**src/rtl/mcc_pkg.sv**
```systemverilog
// Shared types for the multi-cycle MIPS controller: FSM states, instruction
// classes, opcode/funct values, datapath select encodings and the control bundle.
package mcc_pkg;

  typedef enum logic [3:0] {
    S_IF, S_ID, S_EX_R, S_WB_R, S_EX_I, S_WB_I, S_ADDR,
    S_MEM_RD, S_WB_LD, S_MEM_WR, S_BR, S_J, S_JR, S_HALT
  } state_t;

  typedef enum logic [3:0] {
    C_RTYPE, C_JR, C_JALR, C_IALU, C_LW, C_SW,
    C_BEQ, C_BNE, C_J, C_JAL, C_ILLEGAL
  } iclass_t;

  localparam logic [5:0] OP_RTYPE = 6'h00;
  localparam logic [5:0] OP_J     = 6'h02;
  localparam logic [5:0] OP_JAL   = 6'h03;
  localparam logic [5:0] OP_BEQ   = 6'h04;
  localparam logic [5:0] OP_BNE   = 6'h05;
  localparam logic [5:0] OP_ADDI  = 6'h08;
  localparam logic [5:0] OP_ADDIU = 6'h09;
  localparam logic [5:0] OP_SLTI  = 6'h0A;
  localparam logic [5:0] OP_SLTIU = 6'h0B;
  localparam logic [5:0] OP_ANDI  = 6'h0C;
  localparam logic [5:0] OP_LUI   = 6'h0F;
  localparam logic [5:0] OP_LW    = 6'h23;
  localparam logic [5:0] OP_SW    = 6'h2B;

  localparam logic [5:0] FN_SLL  = 6'h00;
  localparam logic [5:0] FN_SRL  = 6'h02;
  localparam logic [5:0] FN_SRA  = 6'h03;
  localparam logic [5:0] FN_JR   = 6'h08;
  localparam logic [5:0] FN_JALR = 6'h09;

  localparam logic [1:0] PC_ALU    = 2'b00;
  localparam logic [1:0] PC_ALUOUT = 2'b01;
  localparam logic [1:0] PC_JUMP   = 2'b10;
  localparam logic [1:0] PC_RS     = 2'b11;

  localparam logic [1:0] DST_RT = 2'b00;
  localparam logic [1:0] DST_RD = 2'b01;
  localparam logic [1:0] DST_RA = 2'b10;

  localparam logic [1:0] WB_ALUOUT = 2'b00;
  localparam logic [1:0] WB_MDR    = 2'b01;
  localparam logic [1:0] WB_PC     = 2'b10;

  localparam logic [1:0] A_PC    = 2'b00;
  localparam logic [1:0] A_RS    = 2'b01;
  localparam logic [1:0] A_SHAMT = 2'b10;

  localparam logic [1:0] B_RT    = 2'b00;
  localparam logic [1:0] B_FOUR  = 2'b01;
  localparam logic [1:0] B_IMM   = 2'b10;
  localparam logic [1:0] B_IMMSH = 2'b11;

  localparam logic [1:0] ALU_ADD    = 2'b00;
  localparam logic [1:0] ALU_SUB    = 2'b01;
  localparam logic [1:0] ALU_FUNCT  = 2'b10;
  localparam logic [1:0] ALU_OPCODE = 2'b11;

  typedef struct packed {
    logic       mem_read;
    logic       mem_write;
    logic       i_or_d;
    logic       ir_write;
    logic       pc_write;
    logic [1:0] pc_src;
    logic       reg_write;
    logic [1:0] reg_dst;
    logic [1:0] mem_to_reg;
    logic [1:0] alu_src1;
    logic [1:0] alu_src2;
    logic [1:0] alu_op;
    logic       ext_op;
    logic       lu_op;
    logic       illegal;
  } ctrl_t;

endpackage

```
**src/rtl/mcc_decode.sv**
```systemverilog
// Combinational OpCode/Funct classifier for the controller FSM; zero latency,
// no handshake. bne decodes as illegal when ENABLE_BNE is 0.
module mcc_decode
  import mcc_pkg::*;
#(
  parameter bit ENABLE_BNE = 1'b1
) (
  input  logic [5:0] OpCode,
  input  logic [5:0] Funct,
  output iclass_t    iClass,
  output logic       extOp,
  output logic       luOp,
  output logic       isShift
);

  always_comb begin
    iClass  = C_ILLEGAL;
    extOp   = (OpCode != OP_ANDI);
    luOp    = (OpCode == OP_LUI);
    isShift = (Funct == FN_SLL) || (Funct == FN_SRL) || (Funct == FN_SRA);
    case (OpCode)
      OP_RTYPE: begin
        if (Funct == FN_JR)        iClass = C_JR;
        else if (Funct == FN_JALR) iClass = C_JALR;
        else                       iClass = C_RTYPE;
      end
      OP_ADDI, OP_ADDIU, OP_SLTI, OP_SLTIU, OP_ANDI, OP_LUI: iClass = C_IALU;
      OP_LW:  iClass = C_LW;
      OP_SW:  iClass = C_SW;
      OP_BEQ: iClass = C_BEQ;
      OP_BNE: iClass = ENABLE_BNE ? C_BNE : C_ILLEGAL;
      OP_J:   iClass = C_J;
      OP_JAL: iClass = C_JAL;
      default: iClass = C_ILLEGAL;
    endcase
  end

endmodule

```
**src/rtl/multi_cycle_control.sv**
```systemverilog
// Multi-cycle MIPS controller: steps each instruction through IF..WB (3-5 cycles
// zero-wait), holds memory requests until mem_ready and halts on a wait timeout.
module multi_cycle_control
  import mcc_pkg::*;
#(
  parameter bit ENABLE_BNE  = 1'b1,
  parameter int MEM_TIMEOUT = 16,
  parameter int CNT_W       = 32
) (
  input  logic             clk,
  input  logic             rst_n,
  input  logic [5:0]       OpCode,
  input  logic [5:0]       Funct,
  input  logic             Zero,
  input  logic             mem_ready,
  output logic             mem_read,
  output logic             mem_write,
  output logic             i_or_d,
  output logic             ir_write,
  output logic             pc_write,
  output logic [1:0]       pc_src,
  output logic             reg_write,
  output logic [1:0]       reg_dst,
  output logic [1:0]       mem_to_reg,
  output logic [1:0]       alu_src1,
  output logic [1:0]       alu_src2,
  output logic [1:0]       alu_op,
  output logic             ext_op,
  output logic             lu_op,
  output logic             illegal,
  output logic             bus_err,
  output logic [CNT_W-1:0] instr_cnt,
  output logic [CNT_W-1:0] cycle_cnt
);

  localparam int WAIT_W = (MEM_TIMEOUT > 2) ? $clog2(MEM_TIMEOUT) : 1;
  localparam logic [WAIT_W-1:0] WAIT_LAST = WAIT_W'((MEM_TIMEOUT > 0) ? MEM_TIMEOUT - 1 : 0);

  state_t            state, stateNext;
  iclass_t           iClass;
  logic              extOp, luOp, isShift;
  logic [WAIT_W-1:0] waitCnt;
  logic              memState, timeout, retire;
  ctrl_t             ctrl, ctrlOut;

  mcc_decode #(.ENABLE_BNE(ENABLE_BNE)) u_decode (
    .OpCode (OpCode),
    .Funct  (Funct),
    .iClass (iClass),
    .extOp  (extOp),
    .luOp   (luOp),
    .isShift(isShift)
  );

  assign memState = (state == S_IF) || (state == S_MEM_RD) || (state == S_MEM_WR);
  assign timeout  = (MEM_TIMEOUT > 0) && memState && !mem_ready && (waitCnt == WAIT_LAST);
  assign retire   = (state == S_WB_R) || (state == S_WB_I) || (state == S_WB_LD) ||
                    (state == S_BR) || (state == S_J) || (state == S_JR) ||
                    ((state == S_MEM_WR) && mem_ready);

  always_ff @(posedge clk or negedge rst_n) begin
    if (!rst_n) state <= S_IF;
    else        state <= stateNext;
  end

  always_comb begin
    stateNext = state;
    case (state)
      S_IF: begin
        if (timeout)        stateNext = S_HALT;
        else if (mem_ready) stateNext = S_ID;
      end
      S_ID: begin
        case (iClass)
          C_LW, C_SW:    stateNext = S_ADDR;
          C_RTYPE:       stateNext = S_EX_R;
          C_JR, C_JALR:  stateNext = S_JR;
          C_IALU:        stateNext = S_EX_I;
          C_BEQ, C_BNE:  stateNext = S_BR;
          C_J, C_JAL:    stateNext = S_J;
          default:       stateNext = S_IF;
        endcase
      end
      S_EX_R:  stateNext = S_WB_R;
      S_EX_I:  stateNext = S_WB_I;
      S_ADDR:  stateNext = (iClass == C_LW) ? S_MEM_RD : S_MEM_WR;
      S_MEM_RD: begin
        if (timeout)        stateNext = S_HALT;
        else if (mem_ready) stateNext = S_WB_LD;
      end
      S_MEM_WR: begin
        if (timeout)        stateNext = S_HALT;
        else if (mem_ready) stateNext = S_IF;
      end
      S_HALT:  stateNext = S_HALT;
      default: stateNext = S_IF;
    endcase
  end

  always_comb begin
    ctrl = '0;
    case (state)
      S_IF: begin
        ctrl.mem_read = 1'b1;
        ctrl.alu_src2 = B_FOUR;
        ctrl.ir_write = mem_ready;
        ctrl.pc_write = mem_ready;
      end
      S_ID: begin
        ctrl.alu_src2 = B_IMMSH;
        ctrl.ext_op   = 1'b1;
        ctrl.illegal  = (iClass == C_ILLEGAL);
      end
      S_EX_R: begin
        ctrl.alu_src1 = isShift ? A_SHAMT : A_RS;
        ctrl.alu_op   = ALU_FUNCT;
      end
      S_WB_R: begin
        ctrl.reg_write = 1'b1;
        ctrl.reg_dst   = DST_RD;
      end
      S_EX_I: begin
        ctrl.alu_src1 = A_RS;
        ctrl.alu_src2 = B_IMM;
        ctrl.alu_op   = ALU_OPCODE;
        ctrl.ext_op   = extOp;
        ctrl.lu_op    = luOp;
      end
      S_WB_I: ctrl.reg_write = 1'b1;
      S_ADDR: begin
        ctrl.alu_src1 = A_RS;
        ctrl.alu_src2 = B_IMM;
        ctrl.ext_op   = 1'b1;
      end
      S_MEM_RD: begin
        ctrl.mem_read = 1'b1;
        ctrl.i_or_d   = 1'b1;
      end
      S_WB_LD: begin
        ctrl.reg_write  = 1'b1;
        ctrl.mem_to_reg = WB_MDR;
      end
      S_MEM_WR: begin
        ctrl.mem_write = 1'b1;
        ctrl.i_or_d    = 1'b1;
      end
      S_BR: begin
        ctrl.alu_src1 = A_RS;
        ctrl.alu_op   = ALU_SUB;
        ctrl.pc_src   = PC_ALUOUT;
        ctrl.pc_write = (iClass == C_BNE) ? !Zero : Zero;
      end
      S_J: begin
        // PC already holds PC+4, so jal links straight from PC
        ctrl.pc_src   = PC_JUMP;
        ctrl.pc_write = 1'b1;
        if (iClass == C_JAL) begin
          ctrl.reg_write  = 1'b1;
          ctrl.reg_dst    = DST_RA;
          ctrl.mem_to_reg = WB_PC;
        end
      end
      S_JR: begin
        ctrl.pc_src   = PC_RS;
        ctrl.pc_write = 1'b1;
        if (iClass == C_JALR) begin
          ctrl.reg_write  = 1'b1;
          ctrl.reg_dst    = DST_RD;
          ctrl.mem_to_reg = WB_PC;
        end
      end
      default: ctrl = '0;
    endcase
  end

  // Gate with reset so an in-flight request drops as soon as rst_n falls
  assign ctrlOut    = rst_n ? ctrl : '0;
  assign mem_read   = ctrlOut.mem_read;
  assign mem_write  = ctrlOut.mem_write;
  assign i_or_d     = ctrlOut.i_or_d;
  assign ir_write   = ctrlOut.ir_write;
  assign pc_write   = ctrlOut.pc_write;
  assign pc_src     = ctrlOut.pc_src;
  assign reg_write  = ctrlOut.reg_write;
  assign reg_dst    = ctrlOut.reg_dst;
  assign mem_to_reg = ctrlOut.mem_to_reg;
  assign alu_src1   = ctrlOut.alu_src1;
  assign alu_src2   = ctrlOut.alu_src2;
  assign alu_op     = ctrlOut.alu_op;
  assign ext_op     = ctrlOut.ext_op;
  assign lu_op      = ctrlOut.lu_op;
  assign illegal    = ctrlOut.illegal;

  always_ff @(posedge clk or negedge rst_n) begin
    if (!rst_n) begin
      waitCnt   <= '0;
      bus_err   <= 1'b0;
      instr_cnt <= '0;
      cycle_cnt <= '0;
    end else begin
      waitCnt <= (memState && (stateNext == state)) ? waitCnt + 1'b1 : '0;
      if (timeout)          bus_err   <= 1'b1;
      if (retire)           instr_cnt <= instr_cnt + CNT_W'(1);
      if (state != S_HALT)  cycle_cnt <= cycle_cnt + CNT_W'(1);
    end
  end

endmodule

```
**config.mk**
```make
export PLATFORM = sky130hd
export DESIGN_NAME = multi_cycle_control
export DESIGN_NICKNAME = d
export VERILOG_FILES = /design/src/rtl/mcc_pkg.sv /design/src/rtl/mcc_decode.sv /design/src/rtl/multi_cycle_control.sv
export SDC_FILE = /design/constraint.sdc
export NUM_CORES = 1
export LEC_CHECK = 0
export CORE_AREA = 2 2 101 103
export CTS_CLUSTER_DIAMETER = 60
export DETAILED_ROUTE_END_ITERATION = 10
export DIE_AREA = 0 0 103 105
export GPL_TIMING_DRIVEN = 1
export PLACE_DENSITY = 0.75
export REMOVE_ABC_BUFFERS = 1
export SYNTH_ARGS = -nofsm -noshare
export SYNTH_HDL_FRONTEND = slang
export SYNTH_HIERARCHICAL = 1
export SYNTH_SLANG_ARGS = --single-unit
export TNS_END_PERCENT = 50
```
**constraint.sdc**
```tcl
create_clock -name clk -period 3.1 [get_ports clk]
set_input_delay 0.62 -clock clk [delete_from_list [all_inputs] [get_ports clk]]
set_output_delay 0.62 -clock clk [all_outputs]
set_load 0.1 [all_outputs]
```
Word level (Yosys, flattened, before mapping)
Memory sizes are Yosys's and may differ from the RTL's.
Index checks and enable logic that the tools add are counted.
W data, S select, Z words.
{"block": "word_totals", "ff_bits": 73, "romBits": 64, "input_bits": 16, "out_inout_bits": 86, "elab_cells": 106, "memories": 1}
{"memory": "(no name shown)", "words": 16, "word_bits": 4, "rd": 1, "rd_ports_with_merged_regs": 0, "write_ports": 0, "line": "multi_cycle_control.sv:74", "source": "case (iClass)"}
{"block": "classes", "addsub": 3, "eq_ne": 38, "muxes": 32, "n_reduce_logical": 27}
{"operator": "$add A32 B1 Y32 const B", "n": 2}
{"operator": "$pmux W4 S8", "n": 2}
{"operator": "$eq A6 B4 Y1 const B", "n": 8}
{"operator": "$eq A4 B4 Y1 const B", "n": 9}
{"operator": "$mux W4", "n": 9}
{"operator": "$pmux W2 S3", "n": 5}
{"operator": "$eq A4 B3 Y1 const B", "n": 6}
{"operator": "$eq A6 B2 Y1 const B", "n": 4}
{"operator": "$mux W21", "n": 1}
{"operator": "$eq A4 B2 Y1 const B", "n": 3}
{"operator": "$eq A6 B3 Y1 const B", "n": 2}
{"operator": "$eq A6 B6 Y1 const B", "n": 2}
{"operator": "$logic_not A6 Y1", "n": 2}
{"operator": "$logic_or A1 B1 Y1", "n": 10}
{"operator": "$mux W5", "n": 2}
{"operator": "$reduce_or A2 Y1", "n": 5}
{"operator": "$mux W1", "n": 7}
{"operator": "$ne A6 B4 Y1 const B", "n": 1}
{"operator": "$pmux W1 S3", "n": 2}
{"operator": "$reduce_or A3 Y1", "n": 2}
{"operator": "$reduce_or A6 Y1", "n": 1}
{"operator": "$add A4 B1 Y4 const B", "n": 1}
{"operator": "$eq A4 B1 Y1 const B", "n": 1}
{"operator": "$eq A4 B4 Y1", "n": 1}
{"operator": "other kinds (7)", "n": 12}

Depth between registers and ports, before layout
Gate-level depths: netlist (run 1).
{"block": "logic_depth", "ltp_word": 10, "mapped_depth": 11, "ltp_nobuf": 10}

Modules after synthesis
The synthesis (run 1) kept the hierarchy.
{"mod": "multi_cycle_control", "instances": 1, "cells_each": 408, "area_each_um2": 4040.1, "seq_area_each_um2": 1826.8}
{"mod": "mcc_decode", "instances": 1, "cells_each": 34, "area_each_um2": 232.7, "seq_area_each_um2": 0.0}

Worst setup path before layout (run 1)
Ideal clock, no wire load.
{"block": "synth_path", "path_kind": "register -> output", "from": "reg state[1]", "to": "out alu_src1[0]", "arrival_ns": 4.247, "required_ns": 2.480, "slack_ns": -1.767, "stages_incl_launch_ff": 6, "n_path_buf": 3, "cell_sequence": "dfrtp_1 buf_6 clkbuf_1 clkbuf_1 a21oi_1 nor4b_1"}
{"block": "synth_between", "elab_chain_cells": 4, "elab_cells_between_ends": 7, "classes_between": "eq/ne: 4; mux: 2; reduce/logical: 1"}
{"element": "start: declaration", "line": "multi_cycle_control.sv:39", "source": "state_t state, stateNext;"}
{"element": "start signal: assignment", "line": "multi_cycle_control.sv:63", "source": "else state <= stateNext;"}
{"element": "$eq A4 B4 Y1 / $eq A4 B3 Y1 (equally long branches)", "line": "multi_cycle_control.sv:102", "source": "case (state)"}
{"element": "$reduce_or A3 Y1 (no line)"}
{"element": "$pmux W2 S2 *", "line": "multi_cycle_control.sv:102"}
{"element": "$mux W21 *", "line": "multi_cycle_control.sv:177", "source": "assign ctrlOut = rst_n ? ctrl : '0;"}
{"element": "end: declaration", "line": "multi_cycle_control.sv:25", "source": "output logic [1:0] alu_src1,"}
Every way passes the cells marked *; elsewhere a longest branch is shown, timed or not.

Worst setup path after layout (run 1)
{"block": "layout_path", "from": "in Funct[1]", "to": "out pc_write"}
{"block": "layout_between", "elab_chain_cells": 8, "elab_cells_between_ends": 9, "classes_between": "eq/ne: 3; mux: 6"}
{"element": "start: declaration", "line": "multi_cycle_control.sv:13", "source": "input logic [5:0] Funct,"}
{"element": "$eq A6 B4 Y1", "line": "mcc_decode.sv:24", "source": "else if (Funct == FN_JALR) iClass = C_JALR;"}
{"element": "$mux W2", "line": "mcc_decode.sv:24"}
{"element": "$mux W4 *", "line": "mcc_decode.sv:23", "source": "if (Funct == FN_JR) iClass = C_JR;"}
{"element": "$pmux W4 S8 *", "line": "mcc_decode.sv:21", "source": "case (OpCode)"}
{"element": "named net iClass[1]", "line": "multi_cycle_control.sv:40", "source": "iclass_t iClass;"}
{"element": "$eq A4 B3 Y1 *", "line": "multi_cycle_control.sv:151", "source": "ctrl.pc_write = (iClass == C_BNE) ? !Zero : Zero;"}
{"element": "$mux W1 *", "line": "multi_cycle_control.sv:151"}
{"element": "$pmux W1 S3 *", "line": "multi_cycle_control.sv:102"}
{"element": "$mux W21 *", "line": "multi_cycle_control.sv:177"}
{"element": "end: declaration", "line": "multi_cycle_control.sv:20", "source": "output logic pc_write,"}
The timed path passes the listed nets; every way through them passes the cells marked *.

==> results of run 1 <==
-- through the flow --
step	hold slack, ns	util [%]	std cells
after global placement	0.454	58.5	689
after CTS	0.161	61.1	706
after floorplan	0.324	-	423
final	0.170	61.3	707
after global routing	0.170	61.3	707
after detailed placement	0.459	58.5	689
-- power groups by stage --
stage,Combinational [mW],Clock (mW),Sequential (mW)
after floorplan,0.971,0,1.91
after global placement,2.25,0,1.29
after detailed placement,2.27,0,1.30
after CTS,2.28,0.808,1.28
after global routing,2.40,0.858,1.31
final,2.27,0.788,1.28
-- sequential cells by signal, indices dropped and copies added, names as in the netlist --
name       flops
bus_err        1
instr_cnt     32
cycle_cnt     32
waitCnt        4
state          4
-- how the worst max path moves through the flow --
stage               startpoint     endpoint  slack, ns  cells past startpoint
floorplan             Funct[0]  alu_src1[0]      -1.63                      5
global placement     OpCode[3]    reg_write      -0.54                     12
detailed placement   OpCode[3]    reg_write      -0.64                     12
CTS                   Funct[1]     pc_write      -0.06                     12
global route          Funct[1]     pc_write      -0.22                     12
finish                Funct[1]     pc_write      -0.05                     12
-- worst register-to-register path, cell delays in order (launching register included) --
cell	delay, ns
dfrtp_1	0.74
nand4b_2	0.33
nand4_1	0.24
nor3_2	0.54
nor3b_1	0.33
xor2_1	0.17
-- metal layers --
layer	up-vias	global-route usage [%]	share of wire, %
li1	1812	-	-
met4	0	5.64	0.38
met3	4	4.21	5.4
met2	113	31.6	49
met1	1834	27.6	45
met5	-	0	0
-- synth_stat cells (5+ instances only) --
cell / instances
dfrtp_1: 73
xnor2_1: 46
nand2_1: 34
nor2_1: 28
nand3_1: 26
nor3_1: 21
xor2_1: 21
nand4_1: 20
inv_1: 19
a21oi_1: 14
and3_1: 12
clkbuf_1: 10
nand2b_1: 10
o21ai_0: 8
ha_1: 7
nor2b_1: 5
or2_2: 5
-- cell families after synthesis --
kind of cell             after synthesis  share of synthesized area (%)
buffers and inverters                 38                           3.98
flip-flops                            73                           42.8
XOR/XNOR                              67                           13.7
adder cells (fa/ha/maj)                7                           2.05
AO/OA/AOI/OAI                         51                           8.79
multiplexers                           6                           1.58
AND/OR/NAND/NOR                      200                           27.1
-- cell type report --
class / instances / area [um^2]
Fill cell: 836 / 3730
Multi-Input combinational cell: 331 / 2340
Sequential cell: 73 / 1830
Timing Repair Buffer: 135 / 1290
Tap cell: 133 / 166
Clock buffer: 11 / 151
Inverter: 19 / 71.3
Clock inverter: 5 / 61.3
-- timing repair --
item / CTS / global route
setup buffers: 1 / 1
setup endpoints to repair: 6 / 4
gates resized for setup: 56 / 5
pin swaps: 10 / 3
hold buffers: 0 / 0
==> results.py, run 1 <==
metrics = {
    "outcome": {
        "status": "complete, but fails checks",
        "violations": "setup timing",
    },
    "synth": {
        "synth_edf_count": 0,
        "synth_area_leaders": "dfrtp_1 (43%), xnor2_1 (9.4%), xor2_1 (4.3%)",
        "syn_area_um2": 4270,
        "syn_area_per_cell_um2": 9.67,
        "synth_top_area_share_pct": 42.8,
        "synth.distinct_cells": 64,
        "yosys.area.top_type": "dfrtp_1",
        "synth-seq-cells": 73,
        "yosys_warnings": 6,
        "yosysSeqAreaShare_pct": 42.8,
        "syn_inst": 442,
        "synth-main-ff-cell": "dfrtp_1",
        "async_flop_share_pct": 100,
    },
    "pwr": {
        "p_sw_share_pct": 49.7,
        "total_power_mw": 4.34,
        "vdd_drop_max_v": 0.000577,
        "pwr-share-seq_pct": 29.5,
        "clkPwrFrac_pct": 18.2,
        "p_leak_nw": 2.75,
        "power_switching_mw": 2.16,
        "power_frac_comb_pct": 52.3,
        "p_int_mw": 2.18,
        "powerDensity_nw_per_um2": 735,
    },
    "clocking": {
        "tritoncts": "done",
        "cts.sinks": 73,
        "cts_max_level": 3,
        "numCtsBuffers": 9,
        "clk_path_buf_depth": 2,
        "clk-insertion-delay-late_ns": 0.35,
        "clk_pin_slew_worst_paths_ns": 0.08,
        "cts-root-buf": "clkbuf_8",
    },
    "route": {
        "wire_per_inst_um": 14.8,
        "drtPass1Iterations": 5,
        "drc": 0,
        "ant_nets": 0,
        "vias_per_cell": 5.32,
        "drt-initial-drc-count": 145,
        "num_vias": 3763,
        "wl_um": 10500,
    },
    "timing": {
        "setup_viol": 3,
        "rsz0062_at_grt": "true",
        "period_share_pct": 102,
        "slew_headroom_pct": 44.3,
        "setup_tns_ns": -0.0917,
        "worst_slack_ns": -0.0474,
        "hold_viol": 0,
        "finalMaxSlewViolations": 0,
        "finalWorstPathRequiredPeriod_ns": 3.15,
        "fin_skew_ns": 0.0127,
        "fmax_ghz": 0.318,
        "worst_slew_pin_slew_ns": 0.829,
    },
    "die": {
        "num_rows": 36,
        "initial_core_util_pct": 44.3,
        "die_w_um": 103,
        "die_h_um": 105,
        "ios": 102,
        "core-area_um2": 9640,
        "die-area_um2": 10800,
    },
    "global_route": {
        "grt_use_total_pct": 20.0,
        "grt_pass1_vias": 3665,
        "overflow": 0,
        "grt_max_degree": 45,
        "grt_pass1_wl_um": 17600,
        "antenna_found_initial": 0,
    },
    "placed_design": {
        "dpl-instance-area_um2": 5640,
        "gp_congestion": 0.902,
        "dp_hpwl_um": 7810,
        "io_buffer_count": 101,
        "preCtsSetupSlack_ns": -0.642,
    },
    "setup_path": {
        "rrSetupSlack_ns": 0.67,
        "worstPathRequired_ns": 2.48,
        "arrival_ns": 2.53,
        "path_buf_inv": 3,
        "r2r_cells": 5,
        "path_class": "primary input to output port",
        "cp_cell_sequence": "buf_6 -> nor4b_4 -> nand4_1 -> o2111ai_2 -> buf_6 -> ha_4 -> nand3b_1 -> xnor2_1 -> nor2_1 -> o22ai_1 -> and3_1 -> buf_12",
        "cp_top_family": "simple AND/OR/NAND/NOR gates",
        "worstSetupEndpointType": "output port",
        "cp_slowest_stage_delay_ns": 0.25,
        "cp_common_cell": "buf_6",
        "crit_fanout": 3,
        "r2r_end": "cycle_cnt[21]",
        "worstReg2RegStart": "state[1]",
        "cp_slowest_cell": "nor4b_4",
        "critPathLaunchType": "primary input",
    },
    "cells_and_area": {
        "syn_to_final_growth_pct": 38.3,
        "antenna_cells": 0,
        "layout_common_cells": "buf_4 (99), dfrtp_1 (73), xnor2_1 (46)",
        "layout.nets": 592,
        "layout_commonest_cell": "buf_4",
        "drive_gt1_share_pct": 31.5,
        "final_area_um2": 5910,
    },
    "run": {
        "drv_cap": 0,
    },
    "worst_hold_path": {
        "min-delay-path-class": "primary input to asynchronous set/reset pin",
    },
}
Power figures use the tool's default switching activity.
==> run 2, diff against run 1 <==
--- a/config.mk
+++ b/config.mk
@@ -5,12 +5,14 @@
 export SDC_FILE = /design/constraint.sdc
 export NUM_CORES = 1
 export LEC_CHECK = 0
-export CORE_AREA = 2 2 101 103
+export CAP_MARGIN = 20
+export CORE_AREA = 2 2 95 97
 export CTS_CLUSTER_DIAMETER = 60
 export DETAILED_ROUTE_END_ITERATION = 10
-export DIE_AREA = 0 0 103 105
+export DIE_AREA = 0 0 97 99
+export DONT_BUFFER_PORTS = 1
 export GPL_TIMING_DRIVEN = 1
-export PLACE_DENSITY = 0.75
+export PLACE_DENSITY = 0.67
 export REMOVE_ABC_BUFFERS = 1
 export SYNTH_ARGS = -nofsm -noshare
 export SYNTH_HDL_FRONTEND = slang
==> run 2 against run 1 <==
Against the previous run:
- the run still ends with setup timing left
- via count shrank 3.8%
- total power shrank 1.1%
- die area shrank 11%
- setup slack lost 0.082 ns
- non-clock buffer count shrank 40
- clock-buffer cell count shrank 2
- hold slack lost 0.036 ns
- routed wire length grew 0.75%
- flip-flop and latch count is the same
- fmax shrank 2.5%
- critical path depth is the same
- first-iteration DRC count grew 0.69%
==> results.py, run 2 (synthesized netlist as in run 1, its figures left out) <==
metrics = {
    "clocking": {
        "cts_max_level": 3,
        "numCtsBuffers": 9,
        "cts.sinks": 73,
        "clk-insertion-delay-late_ns": 0.34,
        "cts-root-buf": "clkbuf_8",
        "clk_path_buf_depth": 2,
        "clk_pin_slew_worst_paths_ns": 0.08,
        "tritoncts": "done",
    },
    "outcome": {
        "violations": "setup timing",
        "status": "complete, but fails checks",
    },
    "setup_path": {
        "worstPathRequired_ns": 2.48,
        "crit_fanout": 2,
        "worstReg2RegStart": "state[0]",
        "path_class": "primary input to output port",
        "critPathLaunchType": "primary input",
        "worstSetupEndpointType": "output port",
        "crit_start": "Funct[1]",
        "arrival_ns": 2.61,
    },
    "timing": {
        "hold_viol": 0,
        "rsz0062_at_grt": "true",
        "finalWorstPathRequiredPeriod_ns": 3.23,
        "setup_viol": 3,
        "fmax_ghz": 0.310,
        "worst_slew_pin_slew_ns": 1.03,
        "worst_slack_ns": -0.129,
        "hold_ws_ns": 0.134,
        "slew_headroom_pct": 31.1,
        "period_share_pct": 104,
        "fin_skew_ns": 0.0172,
        "finalMaxSlewViolations": 0,
    },
    "die": {
        "core-area_um2": 8550,
        "ios": 102,
        "num_rows": 34,
        "die-area_um2": 9600,
        "die_h_um": 99,
        "die_w_um": 97,
        "initial_core_util_pct": 50.0,
    },
    "placed_design": {
        "dpl-instance-area_um2": 5200,
        "io_buffer_count": 0,
        "gp_congestion": 0.848,
        "placedCellCount": 621,
        "dp_hpwl_um": 7390,
    },
    "global_route": {
        "grt_max_degree": 74,
        "overflow": 0,
        "grt_pass1_wl_um": 17200,
        "grt_use_total_pct": 21.8,
        "antenna_found_initial": 0,
        "grt_pass1_vias": 3502,
    },
    "cells_and_area": {
        "syn_to_final_growth_pct": 29.5,
        "final_area_um2": 5530,
        "layout.nets": 552,
        "layout_common_cells": "buf_4 (84), dfrtp_1 (73), xnor2_1 (46)",
        "layout_commonest_cell": "buf_4",
        "antenna_cells": 0,
        "instances_no_fill": 642,
        "drive_gt1_share_pct": 29.2,
        "reg_top3": "cycle_cnt (32), instr_cnt (32)",
    },
    "route": {
        "ant_nets": 0,
        "num_vias": 3619,
        "drt-initial-drc-count": 146,
        "vias_per_cell": 5.64,
        "drc": 0,
        "drtPass1Iterations": 4,
        "wire_per_inst_um": 16.4,
        "wl_um": 10500,
    },
    "pwr": {
        "total_power_mw": 4.29,
        "vdd_drop_max_v": 0.000584,
        "powerDensity_nw_per_um2": 776,
        "p_leak_nw": 2.56,
    },
    "run": {
        "drv_cap": 0,
    },
    "worst_hold_path": {
        "min-delay-path-class": "primary input to asynchronous set/reset pin",
    },
}
==> run 2: changes by cell type in the layout (fill, tap and decap cells not counted), moves of 3 or more <==
cell	change
buf_12	-17
buf_4	-15
buf_2	-7
clkbuf_16	+5
nor2_2	+4
a21oi_1	-3
a21oi_2	+3
buf_6	-3
clkinvlp_4	-3
nor2_1	-3
nor3_1	-3
nor3_2	+3
==> run 2: layout make-up <==
class                      instances  area, um^2
fill                             666        3020
multi-input combinational        331        2380
sequential                        73        1830
timing repair buffer              95         891
tap                              108         135
clock buffer                       9         124
clock inverter                     7         100
inverter                          19        71.3
==> run 2: worst paths after layout <==
path / end / cells past startpoint / slack [ns]
min in group clk: waitCnt[0] / 1 / 0.48
max reg2reg: instr_cnt[25] / 6 / 0.71
min: cycle_cnt[9] / 1 / 0.13
max: mem_to_reg[1] / 12 / -0.13
max in group asynchronous: state[2] / 1 / 2.63
min reg2reg: waitCnt[0] / 1 / 0.48
==> run 2: critical path, cell delays in order <==
cell,delay [ns]
nor4b_4,0.27
nand4_1,0.20
o221ai_2,0.26
buf_4,0.16
buf_4,0.10
ha_1,0.13
and3_1,0.16
a31oi_1,0.08
nor2_1,0.19
buf_4,0.14
and2_4,0.14
buf_12,0.16
==> run 2: per-stage QoR <==
stage                     util [%]  setup TNS, ns  setup WS (ns)
after global placement        60.8       -0.00242       -0.00242
after global routing          64.7         -0.644         -0.230
after CTS                     63.9      -0.000684      -0.000684
final                         64.7         -0.307         -0.129
after floorplan                  -          -8.45          -1.63
after detailed placement      60.8         -0.169        -0.0836
==> run 2: what timing repair did <==
action                                 CTS  global route
setup buffers                            0             4
gates cloned                             0             0
pin swaps                                3            10
setup endpoints to repair                3             3
resized for setup                        3             6
endpoints found under the hold margin   73             0
hold buffers                             1             0
==> run 2: per-layer routing <==
layer,track usage [%],vias to the layer above,part of all wire (%)
li1,-,1746,-
met1,27.7,1745,43
met2,36.3,104,49
met3,6.31,24,5.8
met4,7.15,0,1.9
met5,0,-,0
==> run 2: power breakdown <==
group | internal [mW] | switching [mW]
clock network | 0.461 | 0.394
registers | 1.07 | 0.167
logic | 0.594 | 1.61
==> run 3, diff against run 2 <==
--- a/config.mk
+++ b/config.mk
@@ -12,6 +12,8 @@
 export DIE_AREA = 0 0 97 99
 export DONT_BUFFER_PORTS = 1
 export GPL_TIMING_DRIVEN = 1
+export HOLD_SLACK_MARGIN = 0.1
+export MAX_ROUTING_LAYER = met4
 export PLACE_DENSITY = 0.67
 export REMOVE_ABC_BUFFERS = 1
 export SYNTH_ARGS = -nofsm -noshare
==> run 3 against run 2 <==
Against the previous run:
- the run still ends with setup timing left
- clock power hardly changed
- design area unchanged
- core utilization stayed put
- non-clock buffer count unchanged
- first-iteration DRC count down 12%
- sequential share of layout area stayed put
- setup slack improved by 0.0080 ns
- largest cell class unchanged
- highest routed layer unchanged
==> results.py, run 3 (synthesized netlist as in run 1, its figures left out) <==
metrics = {
    "outcome": {
        "status": "complete, but fails checks",
        "violations": "setup timing",
    },
    "pwr": {
        "powerDensity_nw_per_um2": 776,
        "power_frac_comb_pct": 51.4,
        "pwr-share-seq_pct": 28.7,
        "vdd_drop_max_v": 0.000584,
        "p_sw_share_pct": 50.6,
        "p_int_mw": 2.12,
        "p_leak_nw": 2.56,
        "power_switching_mw": 2.17,
        "total_power_mw": 4.29,
        "clkPwrFrac_pct": 19.8,
    },
    "worst_hold_path": {
        "min-delay-path-class": "primary input to asynchronous set/reset pin",
    },
    "cells_and_area": {
        "syn_to_final_growth_pct": 29.5,
        "layout_common_cells": "buf_4 (84), dfrtp_1 (73), xnor2_1 (46)",
        "final_area_um2": 5530,
        "drive_gt1_share_pct": 29.2,
        "reg_top3": "cycle_cnt (32), instr_cnt (32)",
        "layout_commonest_cell": "buf_4",
        "instances_no_fill": 642,
        "antenna_cells": 0,
        "fill_cells": 666,
        "layout.nets": 552,
    },
    "placed_design": {
        "dpl-instance-area_um2": 5200,
        "placedCellCount": 621,
        "gp_congestion": 0.861,
        "io_buffer_count": 0,
        "dp_hpwl_um": 7390,
    },
    "die": {
        "num_rows": 34,
        "die_h_um": 99,
        "die_w_um": 97,
        "ios": 102,
        "initial_core_util_pct": 50.0,
        "die-area_um2": 9600,
        "core-area_um2": 8550,
    },
    "setup_path": {
        "worstReg2RegStart": "state[0]",
        "rrSetupSlack_ns": 0.72,
        "worstPathRequired_ns": 2.48,
        "crit_path_end": "mem_to_reg[1]",
        "r2r_end": "instr_cnt[6]",
        "cp_top_family": "simple AND/OR/NAND/NOR gates",
        "cp_cell_sequence": "nor4b_4 -> nand4_1 -> o221ai_2 -> buf_4 -> buf_4 -> ha_1 -> and3_1 -> a31oi_1 -> nor2_1 -> buf_4 -> and2_4 -> buf_12",
        "crit_start": "Funct[1]",
        "path_buf_inv": 4,
        "worstSetupEndpointType": "output port",
        "arrival_ns": 2.60,
        "r2r_cells": 6,
        "critPathLaunchType": "primary input",
        "cp_common_cell": "buf_4",
        "cp.depth": 12,
        "path_class": "primary input to output port",
        "cp_slowest_stage_delay_ns": 0.27,
        "cp_slowest_cell": "nor4b_4",
        "crit_fanout": 2,
    },
    "clocking": {
        "tritoncts": "done",
        "clk_path_buf_depth": 2,
        "numCtsBuffers": 9,
        "clk_pin_slew_worst_paths_ns": 0.09,
        "cts-root-buf": "clkbuf_8",
        "cts_max_level": 3,
        "clk-insertion-delay-late_ns": 0.34,
        "cts.sinks": 73,
    },
    "route": {
        "wl_um": 10500,
        "ant_nets": 0,
        "vias_per_cell": 5.60,
        "num_vias": 3593,
        "drt-initial-drc-count": 129,
        "drtPass1Iterations": 4,
        "wire_per_inst_um": 16.4,
        "drc": 0,
    },
    "timing": {
        "slew_headroom_pct": 31.1,
        "period_share_pct": 104,
        "hold_viol": 0,
        "fmax_ghz": 0.310,
        "finalWorstPathRequiredPeriod_ns": 3.22,
        "setup_viol": 3,
        "worst_slack_ns": -0.121,
        "rsz0062_at_grt": "true",
        "finalMaxSlewViolations": 0,
        "worst_slew_pin_slew_ns": 1.03,
        "fin_skew_ns": 0.0168,
        "setup_tns_ns": -0.292,
    },
    "global_route": {
        "grt_max_degree": 74,
        "antenna_found_initial": 0,
        "overflow": 0,
        "grt_pass1_wl_um": 17200,
        "grt_pass1_vias": 3504,
        "grt_use_total_pct": 22.5,
    },
    "run": {
        "drv_cap": 0,
    },
}
==> run 3: cell counts in the layout (fill, tap and decap cells not counted) <==
No cell type changed its count.
==> run 3: how the worst min path moves through the flow <==
| stage | start | to | slack [ns] |
|---|---|---|---|
| 5_1_grt | rst_n | cycle_cnt[6] | 0.16 |
| 6_report | rst_n | cycle_cnt[7] | 0.14 |
| 2_1_floorplan | rst_n | bus_err | 0.32 |
| 3_5_place_dp | rst_n | cycle_cnt[10] | 0.33 |
| 3_3_place_gp | rst_n | cycle_cnt[8] | 0.33 |
| 4_1_cts | rst_n | cycle_cnt[6] | 0.16 |
==> run 3: power groups by stage <==
stage          sequential [mW]  clock, mW  combinational (mW)
2_1_floorplan             1.91          0               0.971
5_1_grt                   1.26      0.914                2.32
4_1_cts                   1.23      0.873                2.20
3_3_place_gp              1.24          0                2.15
6_report                  1.23      0.851                2.21
3_5_place_dp              1.25          0                2.17
==> run 3: area by class of cell <==
| class | count | area, um^2 | share of cell area [%] |
|---|---|---|---|
| clock buffers | 9 | 124 | 2.24 |
| multi-input cells | 331 | 2380 | 43.1 |
| repair buffers | 95 | 891 | 16.1 |
| clock inverters | 7 | 100 | 1.81 |
| flip-flops and latches | 73 | 1830 | 33.0 |
| well taps | 108 | 135 | 2.44 |
| inverters | 19 | 71.3 | 1.29 |
==> run 3: per-layer routing <==
| metal | vias to the layer above | wire (um) | global-route usage, % |
|---|---|---|---|
| met3 | 21 | 606 | 6.52 |
| met1 | 1724 | 4550 | 27.8 |
| met4 | 0 | 191 | 7.15 |
| met5 | - | 0 | - |
| met2 | 105 | 5170 | 36.1 |
| li1 | 1743 | - | - |
==> run 3: timing repair <==
| item | in CTS | in global routing |
|---|---|---|
| setup buffers | 0 | 4 |
| cloned | 0 | 0 |
| resized for setup | 3 | 6 |
| pin swaps | 3 | 10 |
| hold endpoints to repair | 73 | 0 |
| endpoints found under the setup margin | 3 | 3 |
| hold buffers | 1 | 0 |
==> run 3: through the flow <==
| stage | hold WS, ns | worst slack, ns | utilization (%) |
|---|---|---|---|
| after global routing | 0.161 | -0.230 | 64.7 |
| after detailed placement | 0.326 | -0.0836 | 60.8 |
| after CTS | 0.158 | -0.000684 | 63.9 |
| after floorplan | 0.324 | -1.63 | - |
| after global placement | 0.326 | -0.00242 | 60.8 |
| final | 0.141 | -0.121 | 64.7 |
